==> config.mk <==
export PLATFORM = sky130hd
export DESIGN_NAME = lcd_frame_driver
export DESIGN_NICKNAME = d
export VERILOG_FILES = /design/src/rtl/lcd_frame_driver.sv
export SDC_FILE = /design/constraint.sdc
export NUM_CORES = 1
export LEC_CHECK = 0
export BUFFER_PORTS_ARGS = -buffer_cell sky130_fd_sc_hd__buf_4
export CAP_MARGIN = 15
export CORE_ASPECT_RATIO = 1.1
export CORE_UTILIZATION = 38
export DETAILED_ROUTE_END_ITERATION = 8
export GPL_TIMING_DRIVEN = 1
export HOLD_SLACK_MARGIN = 0.15
export PLACE_DENSITY_LB_ADDON = 0.3
export SLEW_MARGIN = 40
export SYNTH_ARGS = -nofsm -noshare
export SYNTH_HDL_FRONTEND = slang
export SYNTH_SLANG_ARGS = --single-unit
==> constraint.sdc <==
create_clock -name clk -period 2.6 [get_ports clk]
set_input_delay 0.39 -clock clk [delete_from_list [all_inputs] [get_ports clk]]
set_output_delay 0.39 -clock clk [all_outputs]
set_load 0.05 [all_outputs]
==> src/rtl/lcd_frame_driver.sv <==
// HD44780 16x2 driver in 8-bit mode: power-up wait, four init commands, then endless two-line refresh.
// Outputs decode registered state directly; each frame shows one snapshot of lcd_data_in taken at its ADDR1 step.
module lcd_frame_driver #(
    parameter int POWERUP_CYCLES = 200000,
    parameter int STEP_CYCLES    = 500,
    parameter int EN_CYCLES      = 50,
    parameter int CLEAR_CYCLES   = 20000
) (
    input  logic         clk,
    input  logic         rst,
    input  logic [255:0] lcd_data_in,
    output logic         lcd_en,
    output logic         lcd_rs,
    output logic         lcd_rw,
    output logic [7:0]   lcd_db,
    output logic         init_done,
    output logic         frame_done
);

    localparam int MAX_STEP = (STEP_CYCLES > CLEAR_CYCLES) ? STEP_CYCLES : CLEAR_CYCLES;
    localparam int MAX_CYC  = (MAX_STEP > POWERUP_CYCLES) ? MAX_STEP : POWERUP_CYCLES;
    localparam int CW       = $clog2(MAX_CYC + 1);

    localparam logic [2:0] S_POWERUP = 3'd0;
    localparam logic [2:0] S_INIT    = 3'd1;
    localparam logic [2:0] S_ADDR1   = 3'd2;
    localparam logic [2:0] S_CHAR1   = 3'd3;
    localparam logic [2:0] S_ADDR2   = 3'd4;
    localparam logic [2:0] S_CHAR2   = 3'd5;

    logic [2:0]    state;
    logic [CW-1:0] cnt;
    logic [3:0]    idx;
    logic [255:0]  snap;
    logic [CW-1:0] last_cnt;
    logic          step_end;
    logic [127:0]  line;
    logic [7:0]    raw_chr;

    always_comb begin
        last_cnt = CW'(STEP_CYCLES - 1);
        if (state == S_POWERUP)
            last_cnt = CW'(POWERUP_CYCLES - 1);
        else if (state == S_INIT && idx == 4'd3)
            last_cnt = CW'(CLEAR_CYCLES - 1);
    end

    assign step_end = (cnt == last_cnt);

    // idx doubles as init command index and column; it wraps 15->0 at each line end
    always_ff @(posedge clk) begin
        if (rst) begin
            state <= S_POWERUP;
            cnt   <= '0;
            idx   <= '0;
            snap  <= '0;
        end else begin
            if (state == S_ADDR1 && cnt == '0)
                snap <= lcd_data_in;
            if (step_end) begin
                cnt <= '0;
                case (state)
                    S_POWERUP: begin
                        state <= S_INIT;
                        idx   <= '0;
                    end
                    S_INIT: begin
                        if (idx == 4'd3) begin
                            state <= S_ADDR1;
                            idx   <= '0;
                        end else begin
                            idx <= idx + 4'd1;
                        end
                    end
                    S_ADDR1: state <= S_CHAR1;
                    S_CHAR1: begin
                        idx <= idx + 4'd1;
                        if (idx == 4'd15)
                            state <= S_ADDR2;
                    end
                    S_ADDR2: state <= S_CHAR2;
                    S_CHAR2: begin
                        idx <= idx + 4'd1;
                        if (idx == 4'd15)
                            state <= S_ADDR1;
                    end
                    default: state <= S_POWERUP;
                endcase
            end else begin
                cnt <= cnt + CW'(1);
            end
        end
    end

    assign line    = (state == S_CHAR1) ? snap[255:128] : snap[127:0];
    assign raw_chr = line[{~idx, 3'b000} +: 8];

    always_comb begin
        lcd_rs = 1'b0;
        lcd_db = 8'h00;
        case (state)
            S_INIT: begin
                case (idx[1:0])
                    2'd0:    lcd_db = 8'h38;
                    2'd1:    lcd_db = 8'h0C;
                    2'd2:    lcd_db = 8'h06;
                    default: lcd_db = 8'h01;
                endcase
            end
            S_ADDR1: lcd_db = 8'h80;
            S_ADDR2: lcd_db = 8'hC0;
            S_CHAR1, S_CHAR2: begin
                lcd_rs = 1'b1;
                // non-printable bytes show as blanks so cleared memory reads as an empty screen
                lcd_db = (raw_chr >= 8'h20 && raw_chr <= 8'h7E) ? raw_chr : 8'h20;
            end
            default: ;
        endcase
    end

    assign lcd_en     = (state != S_POWERUP) && (cnt != '0) && (cnt <= CW'(EN_CYCLES));
    assign lcd_rw     = 1'b0;
    assign init_done  = (state == S_ADDR1) || (state == S_CHAR1) ||
                        (state == S_ADDR2) || (state == S_CHAR2);
    assign frame_done = (state == S_CHAR2) && (idx == 4'd15) && step_end;

endmodule

==> results of run 1 <==
worst min path at each step:
stage | slack [ps] | endpoint | startpoint | depth (start not counted)
after floorplan | 430 | cnt[0] | cnt[0] | 1
after global placement | 440 | snap[0] | snap[0] | 2
after detailed placement | 450 | snap[113] | snap[113] | 2
after CTS | 150 | snap[64] | lcd_data_in[64] | 3
after global routing | 170 | snap[64] | lcd_data_in[64] | 3
final | 190 | snap[64] | lcd_data_in[64] | 3
stage by stage:
stage | area [sq um] | total power, mW | utilization, % | hold WS, ps
2_1_floorplan | 12600 | 4.49 | - | 430
3_3_place_gp | 15500 | 4.82 | 48.0 | 441
3_5_place_dp | 15500 | 4.82 | 48.0 | 446
4_1_cts | 19300 | 9.30 | 59.7 | 150
5_1_grt | 19700 | 9.57 | 60.8 | 166
6_report | 19700 | 9.28 | 60.8 | 186
placed cells by master (no fill, tap or decap), types with 5 or more instances in the layout:
cell type,instances
clkbuf_8,5
dfxtp_1,275
xor2_1,9
buf_4,355
clkbuf_16,31
inv_1,7
nand2b_1,5
mux4_2,48
nand2_1,560
mux2i_1,24
dlygate4sd3_1,252
and3_1,6
a21oi_1,273
dfxtp_2,6
nor2_1,51
buf_6,19
buf_12,14
nand3_1,17
xnor2_1,6
nand4_1,11
ha_1,7
clkinv_2,8
o21ai_0,9
kinds of logic after synthesis:
family	after synthesis	synth area share, %
AOI/OAI and AO/OA	329	14.3
xor gates and xnor gates	16	1.12
adders and majority gates	7	0.700
buffers and inverters	131	4.87
DFF	281	45.0
muxes	80	11.4
other	1	0.0300
and+or+nand+nor	695	22.7
critical path: stages (launching register included):
cell and delay, ps:
dfxtp_2 320, buf_6 110, nand3b_4 260, buf_12 200
buf_6 110, mux4_2 300, mux4_2 540, mux2i_4 200
nand3_2 160, o31ai_4 360, buf_6 210
sequential cells by signal, summed over array words and instances (netlist names):
name   flops
cnt       18
snap     256
state      3
idx        4
metal layers:
layer	up-vias	GRT usage (%)	share of wire, %
met4	2	10.7	3.8
met2	538	44.7	48
met5	-	0	0.028
met3	113	3.66	6.4
met1	6327	34.7	42
li1	6347	-	-
synthesized netlist by cell type (7+ instances only):
| cell type | count | share of area (%) |
|---|---|---|
| a21oi_1 | 275 | 11 |
| nand3_1 | 19 | 0.76 |
| mux2i_1 | 25 | 2.0 |
| nor2_1 | 52 | 1.6 |
| nand2_1 | 561 | 17 |
| nand4_1 | 11 | 0.55 |
| buf_4 | 9 | 0.54 |
| ha_1 | 7 | 0.70 |
| mux4_2 | 48 | 8.6 |
| xor2_1 | 10 | 0.70 |
| dfxtp_1 | 281 | 45 |
| clkbuf_1 | 97 | 2.9 |
| o21ai_0 | 10 | 0.40 |
| and3_1 | 10 | 0.50 |
| inv_1 | 7 | 0.21 |
| buf_6 | 10 | 0.90 |
power breakdown:
part	total, mW	switching [mW]	internal (mW)
registers	4.31	0.00461	4.31
clock network	4.23	1.76	2.47
logic	0.742	0.230	0.512
repair_timing:
action | 4_1_cts | 5_1_grt
hold endpoints to repair | 251 | 1
setup buffers | 10 | 14
resized for setup | 41 | 30
hold buffers | 251 | 1
pin swaps | 18 | 15
setup endpoints to repair | 9 | 123
cloned | 2 | 3
layout make-up:
| type | instances | area, sq um |
|---|---|---|
| clock buffer | 36 | 792 |
| clock inverter | 17 | 180 |
| fill | 2628 | 12700 |
| inverter | 9 | 41.3 |
| multi-input combinational | 1129 | 6590 |
| sequential | 281 | 5630 |
| tap | 426 | 533 |
| timing repair buffer | 650 | 5910 |
==> impl_metrics.csv, run 1 <==
group,metric,value,unit
worst_setup_path,worstSetupEndpointType,"output pin",
layout,nets,2365,
timing,finalCriticalPeriod,3720,ps
global_routing,antenna_found_initial,1,
floorplanning,dieWidth,175,um
layout,instances_no_fill,2548,
flow_run,max_cap_violations,0,
worst_setup_path,rr_worst_depth,12,
yosys,synth_edf_count,0,
timing,min_period_over_period,143,%
worst_setup_path,cp-endpoint,"lcd_db[0]",
worst_setup_path,r2r-start,"state[2]",
power,p_per_area,472,nW/um^2
detailed_routing,dr.pass1.iters,7,
clock_tree,clk_latency,550,ps
yosys,synth_ff_type,"dfxtp_1",
global_routing,grtUsageTotal,26.7,%
run_status,status,"finished, violations left",
floorplanning,ios,271,
power,max-vdd-ir-drop,0.380,mV
clock_tree,cts_tree,"built",
yosys,synth_nets,1805,
placed_design,dp_slack,-645,ps
worst_setup_path,cp-start-kind,"register",
global_routing,grt_overflow_total,0,
timing,setup_viol,8,
global_routing,grt_pass1_vias,12800,
worst_setup_path,cp-startpoint,"state[2]",
timing,tns,-8050,ps
detailed_routing,wirelength,46900,um
yosys,synthArstFlopShare,0,%
worst_hold_path,hold_class,"primary input to register",
yosys,yosysUniqueCellTypes,69,
layout,syn_to_final_growth,57.3,%
floorplanning,start_util,38.6,%
clock_tree,cts_sinks,281,
yosys,synth_seq_area_share,45.0,%
detailed_routing,antenna_left,0,
clock_tree,clock_tree.root_cell,"clkbuf_16",
layout,diodes,0,
timing,finalMaxSlewViolations,0,
worst_setup_path,cp.required,2210,ps
worst_setup_path,crit_type,"register to output pin",
detailed_routing,drc,0,
global_routing,grt_start_max_net_pins,107,
placed_design,dp_hpwl,31000,um
run_status,violations,"setup timing",
yosys,netlist_area,12500,sq um
timing,max_clock_freq,0.269,GHz
detailed_routing,routed_via_density,5.23,
worst_setup_path,cp_max_fo,7,
floorplanning,dieHeight,192,um
clock_tree,cts_buffer_depth,3,
clock_tree,clk_pin_slew_worst_paths,70,ps
clock_tree,cts_max_level,1,
placed_design,globalplace.congestion,0.901,
placed_design,numPortBuffers,269,
power,leakagePower,7.50,nW
timing,finalWorstSetupSlack,-1120,ps
clock_tree,cts_buffers,29,
floorplanning,die_area,33700,sq um
floorplanning,core,32400,sq um
worst_setup_path,worstPathArrival,3330,ps
layout,post_route_cells_drive_above_1_share,26.2,%
detailed_routing,wl_per_cell,18.4,um
timing,rsz0062_at_grt,"true",
yosys,yosysWarnings,0,
placed_design,post-place-cells,2214,
timing,fin_worst_skew,14.8,ps
timing,hold_viol_final,0,
yosys,syn_area_per_cell,8.12,sq um
timing,worst_slew_pin_slew,525,ps
yosys,yosys_register_bits,281,
detailed_routing,first_iter_violations,953,
timing,relSlewSlack,64.8,%
worst_setup_path,rrSetupSlack,60,ps
global_routing,grt_pass1_wl,69800,um
worst_setup_path,timing.rr.end,"idx[1]",
yosys,syn_inst,1540,
floorplanning,fp-row-count,69,
detailed_routing,vias,13300,
Note: power is estimated with default switching activity, not from simulation.
==> inputs of run 2 (changes only) <==
HOLD_SLACK_MARGIN = 0.1   (was 0.15)
SKIP_CTS_REPAIR_TIMING = 1   (was unset)
TNS_END_PERCENT = 20   (was unset)
==> run 2 against run 1 <==
Sequential cell count did not move. The flow still finishes with violations (setup timing). Critical endpoint is now lcd_db[4]. Clock power shrank 9.2%. Critical path type unchanged. Non-clock buffer count down 229. Utilization is 7.9 points lower. Fmax is 0.78% higher. Clock skew down 3.9 ps. Largest power group unchanged. Critical path depth is 2 higher.
==> impl_metrics.csv, run 2 (synthesis gave the netlist of run 1 again) <==
group,metric,value,unit
worst_setup_path,crit_type,"register to output pin",
timing,fin_worst_skew,10.9,ps
run_status,violations,"setup timing",
floorplanning,dieHeight,192,um
timing,hold_viol_final,0,
timing,setup_viol,9,
clock_tree,cts_buffers,28,
worst_setup_path,cp-start-kind,"register",
layout,largestRegisters,"snap x256, cnt x18, idx x4",
timing,relSlewSlack,58.2,%
timing,finalMaxSlewViolations,0,
detailed_routing,antenna_left,0,
worst_setup_path,crit_chain,"buf_6, nand3b_4, clkbuf_16, buf_6, buf_4, mux4_2, nand2_1, a32oi_2, nand2_2, or3_4, a32o_2, buf_8",
floorplanning,dieWidth,175,um
clock_tree,cts_tree,"built",
detailed_routing,first_iter_violations,765,
layout,largest_register_ffs,256,
placed_design,globalplace.congestion,0.897,
timing,min_period_over_period,142,%
clock_tree,cts_sinks,281,
detailed_routing,wirelength,40300,um
clock_tree,cts_max_level,1,
worst_setup_path,crit_top_cell,"buf_6",
worst_setup_path,path_delay_family,"buffers and inverters",
detailed_routing,routed_via_density,5.15,
detailed_routing,dr.pass1.iters,5,
timing,tns,-8060,ps
global_routing,grtUsageTotal,22.8,%
global_routing,grt_start_max_net_pins,141,
timing,max_clock_freq,0.271,GHz
timing,rsz0062_at_grt,"true",
worst_setup_path,crit_buf_inv,5,
layout,nets,2134,
timing,finalCriticalPeriod,3690,ps
power,p_per_area,502,nW/um^2
timing,worst_slew_pin_slew,628,ps
layout,fillers,3077,
clock_tree,cts_buffer_depth,3,
placed_design,dp_slack,-621,ps
floorplanning,ios,271,
floorplanning,fp-row-count,69,
power,max-vdd-ir-drop,0.436,mV
global_routing,grt_pass1_wl,60100,um
global_routing,grt_overflow_total,0,
run_status,status,"finished, violations left",
power,leakagePower,6.44,nW
layout,syn_to_final_growth,36.7,%
layout,regMostFlops,"snap",
floorplanning,die_area,33700,sq um
worst_setup_path,cp_max_fo,8,
worst_hold_path,hold_class,"primary input to register",
clock_tree,clk_pin_slew_worst_paths,60,ps
worst_setup_path,worstSetupEndpointType,"output pin",
detailed_routing,drc,0,
floorplanning,core,32400,sq um
worst_setup_path,worstPathArrival,3300,ps
worst_setup_path,critPathMaxStageDelay,420,ps
global_routing,grt_pass1_vias,11200,
clock_tree,clock_tree.root_cell,"clkbuf_16",
placed_design,dp_hpwl,30000,um
layout,final_common_cell,"nand2_1",
worst_setup_path,slowest_stage,"or3_4",
worst_setup_path,cp.required,2210,ps
clock_tree,clk_latency,550,ps
detailed_routing,vias,11900,
layout,diodes,0,
flow_run,max_cap_violations,0,
placed_design,numPortBuffers,269,
floorplanning,start_util,38.6,%
global_routing,antenna_found_initial,0,
detailed_routing,wl_per_cell,17.4,um
layout,post_route_cells_drive_above_1_share,28.6,%
timing,finalWorstSetupSlack,-1090,ps
layout,mostFrequentLayoutCells,"nand2_1 (560), buf_4 (365), dfxtp_1 (276)",
-- run 2: report_power, final --
group / internal (mW) / total, mW / switching (mW)
Combinational: 0.285 / 0.433 / 0.149
Clock: 2.19 / 3.84 / 1.65
Sequential: 4.31 / 4.31 / 0.00449
-- run 2: worst paths after layout --
path / from / endpoint / slack, ps / cells past startpoint
setup / recovery: state[1] / lcd_db[4] / -1090 / 12
hold / removal: lcd_data_in[239] / snap[239] / 90 / 3
setup reg to reg: state[1] / idx[1] / 120 / 12
hold reg to reg: snap[255] / snap[255] / 450 / 2
-- run 2: area by class of cell --
class	instances	area, sq um	share of cell area (%)
timing repair buffer	421	3530	20.7
inverter	9	41.3	0.241
clock inverter	7	37.5	0.219
clock buffer	45	836	4.89
sequential	281	5630	32.9
tap	426	533	3.12
multi-input combinational	1128	6490	37.9
-- run 2: tightest hold or removal path: cells and delay by family --
family | cells | cell delay, ps
simple gates | 1 | 40
compound gates | 1 | 50
buf+inv | 1 | 110
-- run 2: stage by stage --
| step | total power, mW | utilization [%] | hold WS, ps | cells | cell area (sq um) |
|---|---|---|---|---|---|
| 2_1_floorplan | 4.49 | - | 430 | 1540 | 12600 |
| 3_3_place_gp | 4.82 | 48.4 | 438 | 2231 | 15700 |
| 3_5_place_dp | 4.82 | 48.4 | 443 | 2231 | 15700 |
| 4_1_cts | 8.62 | 51.1 | 71.4 | 2283 | 16500 |
| 5_1_grt | 8.87 | 52.8 | 101 | 2317 | 17100 |
| 6_report | 8.59 | 52.8 | 90.2 | 2317 | 17100 |
-- run 2: metal layers --
layer	GRT usage, %	wire length, um	vias to the layer above
met5	0	0	-
met4	6.52	1180	0
met3	3.59	2610	71
met2	38.4	19000	396
met1	30.3	17500	5597
li1	-	-	5870
==> inputs of run 3 (changes only) <==
MAX_ROUTING_LAYER = met4   (was unset)
==> run 3 against run 2 <==
Wire length rose by 4.0%. The run still ends with setup timing left. Clock power rose by 13%. Global-route usage rose by 1.2 points. Largest power group is now clock. Die area did not move. Critical path type unchanged. Non-clock buffer count rose by 30. Clock skew rose by 0.95 ps.
==> impl_metrics.csv, run 3 (synthesis gave the netlist of run 1 again) <==
group,metric,value,unit
clock_tree,cts_buffer_depth,3,
worst_setup_path,cp-start-kind,"register",
layout,fin_util,54.5,%
layout,regMostFlops,"snap",
clock_tree,clock_tree.root_cell,"clkbuf_16",
layout,nets,2164,
worst_setup_path,crit_buf_inv,2,
detailed_routing,vias,12200,
timing,finalWorstSetupSlack,-1100,ps
global_routing,grt_start_max_net_pins,117,
worst_setup_path,rr_worst_depth,11,
floorplanning,dieWidth,175,um
global_routing,grtUsageTotal,24.0,%
floorplanning,core,32400,sq um
detailed_routing,antenna_left,0,
clock_tree,cts_buffers,28,
detailed_routing,routed_via_density,5.18,
clock_tree,cts_tree,"built",
clock_tree,cts_sinks,281,
layout,mostFrequentLayoutCells,"nand2_1 (558), buf_4 (365), dfxtp_1 (277)",
global_routing,grt_pass1_vias,11300,
layout,final_common_cell,"nand2_1",
detailed_routing,drc,0,
detailed_routing,dr.pass1.iters,5,
flow_run,max_cap_violations,0,
layout,fillers,2981,
power,max-vdd-ir-drop,0.442,mV
worst_setup_path,worstPathArrival,3310,ps
placed_design,globalplace.congestion,0.905,
timing,max_clock_freq,0.270,GHz
timing,relSlewSlack,63.6,%
worst_setup_path,crit_type,"register to output pin",
layout,diodes,0,
floorplanning,start_util,38.6,%
layout,largest_register_ffs,256,
timing,setup_viol,8,
run_status,violations,"setup timing",
layout,largestRegisters,"snap x256, cnt x18, idx x4",
run_status,status,"finished, violations left",
worst_setup_path,cp.depth,10,
detailed_routing,wirelength,41900,um
worst_setup_path,path_delay_family,"simple AND/OR/NAND/NOR gates",
timing,hold_viol_final,0,
power,leakagePower,6.64,nW
timing,worst_slew_pin_slew,546,ps
layout,post_route_cells_drive_above_1_share,29.2,%
floorplanning,dieHeight,192,um
placed_design,numPortBuffers,269,
clock_tree,cts_max_level,1,
power,p_per_area,517,nW/um^2
timing,min_period_over_period,142,%
floorplanning,fp-row-count,69,
worst_setup_path,critPathMaxStageDelay,550,ps
layout,syn_to_final_growth,41.1,%
worst_setup_path,worstSetupEndpointType,"output pin",
global_routing,grt_overflow_total,0,
worst_hold_path,hold_class,"primary input to register",
timing,fin_worst_skew,11.9,ps
placed_design,dp_hpwl,30200,um
detailed_routing,first_iter_violations,857,
global_routing,antenna_found_initial,0,
timing,finalCriticalPeriod,3700,ps
worst_setup_path,cp_max_fo,6,
worst_hold_path,min_path_cells,3,
detailed_routing,wl_per_cell,17.8,um
clock_tree,clk_pin_slew_worst_paths,60,ps
placed_design,dp_slack,-669,ps
worst_setup_path,crit_chain,"and3b_2, buf_12, mux4_2, o22ai_4, a41oi_4, a21oi_2, nand4_4, or3_4, a32o_2, buf_6",
floorplanning,ios,271,
floorplanning,die_area,33700,sq um
timing,finalMaxSlewViolations,0,
global_routing,grt_pass1_wl,61100,um
worst_setup_path,slowest_stage,"mux4_2",
timing,rsz0062_at_grt,"true",
worst_setup_path,cp.required,2210,ps
clock_tree,clk_latency,550,ps
run 3: cell count changes in the layout (fill, tap and decap cells not counted), moves of 3 or more:
cell | previous run | this run
clkbuf_8 | 6 | 3
bufinv_16 | 0 | 5
clkbuf_16 | 31 | 34
dlygate4sd3_1 | 22 | 43
clkbuf_1 | 11 | 5
buf_6 | 12 | 16
run 3: final timing paths:
path	to	from	slack, ps
setup reg to reg	idx[1]	state[1]	120
hold / removal	snap[156]	lcd_data_in[156]	90
setup / recovery	lcd_db[4]	state[2]	-1100
hold reg to reg	snap[132]	snap[132]	450
run 3: final cells by class:
type | instances | area (sq um) | share of cell area (%)
inverters | 9 | 46.3 | 0.262
flip-flops and latches | 281 | 5630 | 31.9
clock buffers | 36 | 772 | 4.37
clock inverters | 16 | 226 | 1.28
well taps | 426 | 533 | 3.02
repair buffers | 451 | 3900 | 22.1
multi-input cells | 1128 | 6540 | 37.0
run 3: per-layer routing:
layer | wire [um] | share of wire (%) | track usage, %
met5 | 0 | 0 | -
met4 | 1180 | 2.8 | 6.76
met3 | 2600 | 6.2 | 3.37
met2 | 19900 | 47 | 38.8
met1 | 18200 | 44 | 31.3
run 3: worst register-to-register path: cells and delay by family (launching register included):
kind / cells / cell delay [ps]
AO/OA/AOI/OAI: 3 / 520
buffers and inverters: 4 / 620
flip-flops: 1 / 300
AND/OR/NAND/NOR: 4 / 960
run 3: where the power goes:
group | switching [mW] | internal [mW] | leakage, nW
Clock | 1.74 | 2.61 | 0.483
Combinational | 0.153 | 0.305 | 3.89
Sequential | 0.00475 | 4.31 | 2.26
run 3: stage by stage:
step	instances	hold WS, ps	TNS, ps	cell area (sq um)	total power [mW]
final	2347	88.5	-7840	17700	9.12
after global routing	2347	100	-8630	17700	9.40
after CTS	2266	72.5	-9110	16500	9.13
after detailed placement	2214	445	-4260	15600	4.81
after global placement	2214	441	-4240	15600	4.81
after floorplan	1540	430	-3260	12600	4.49
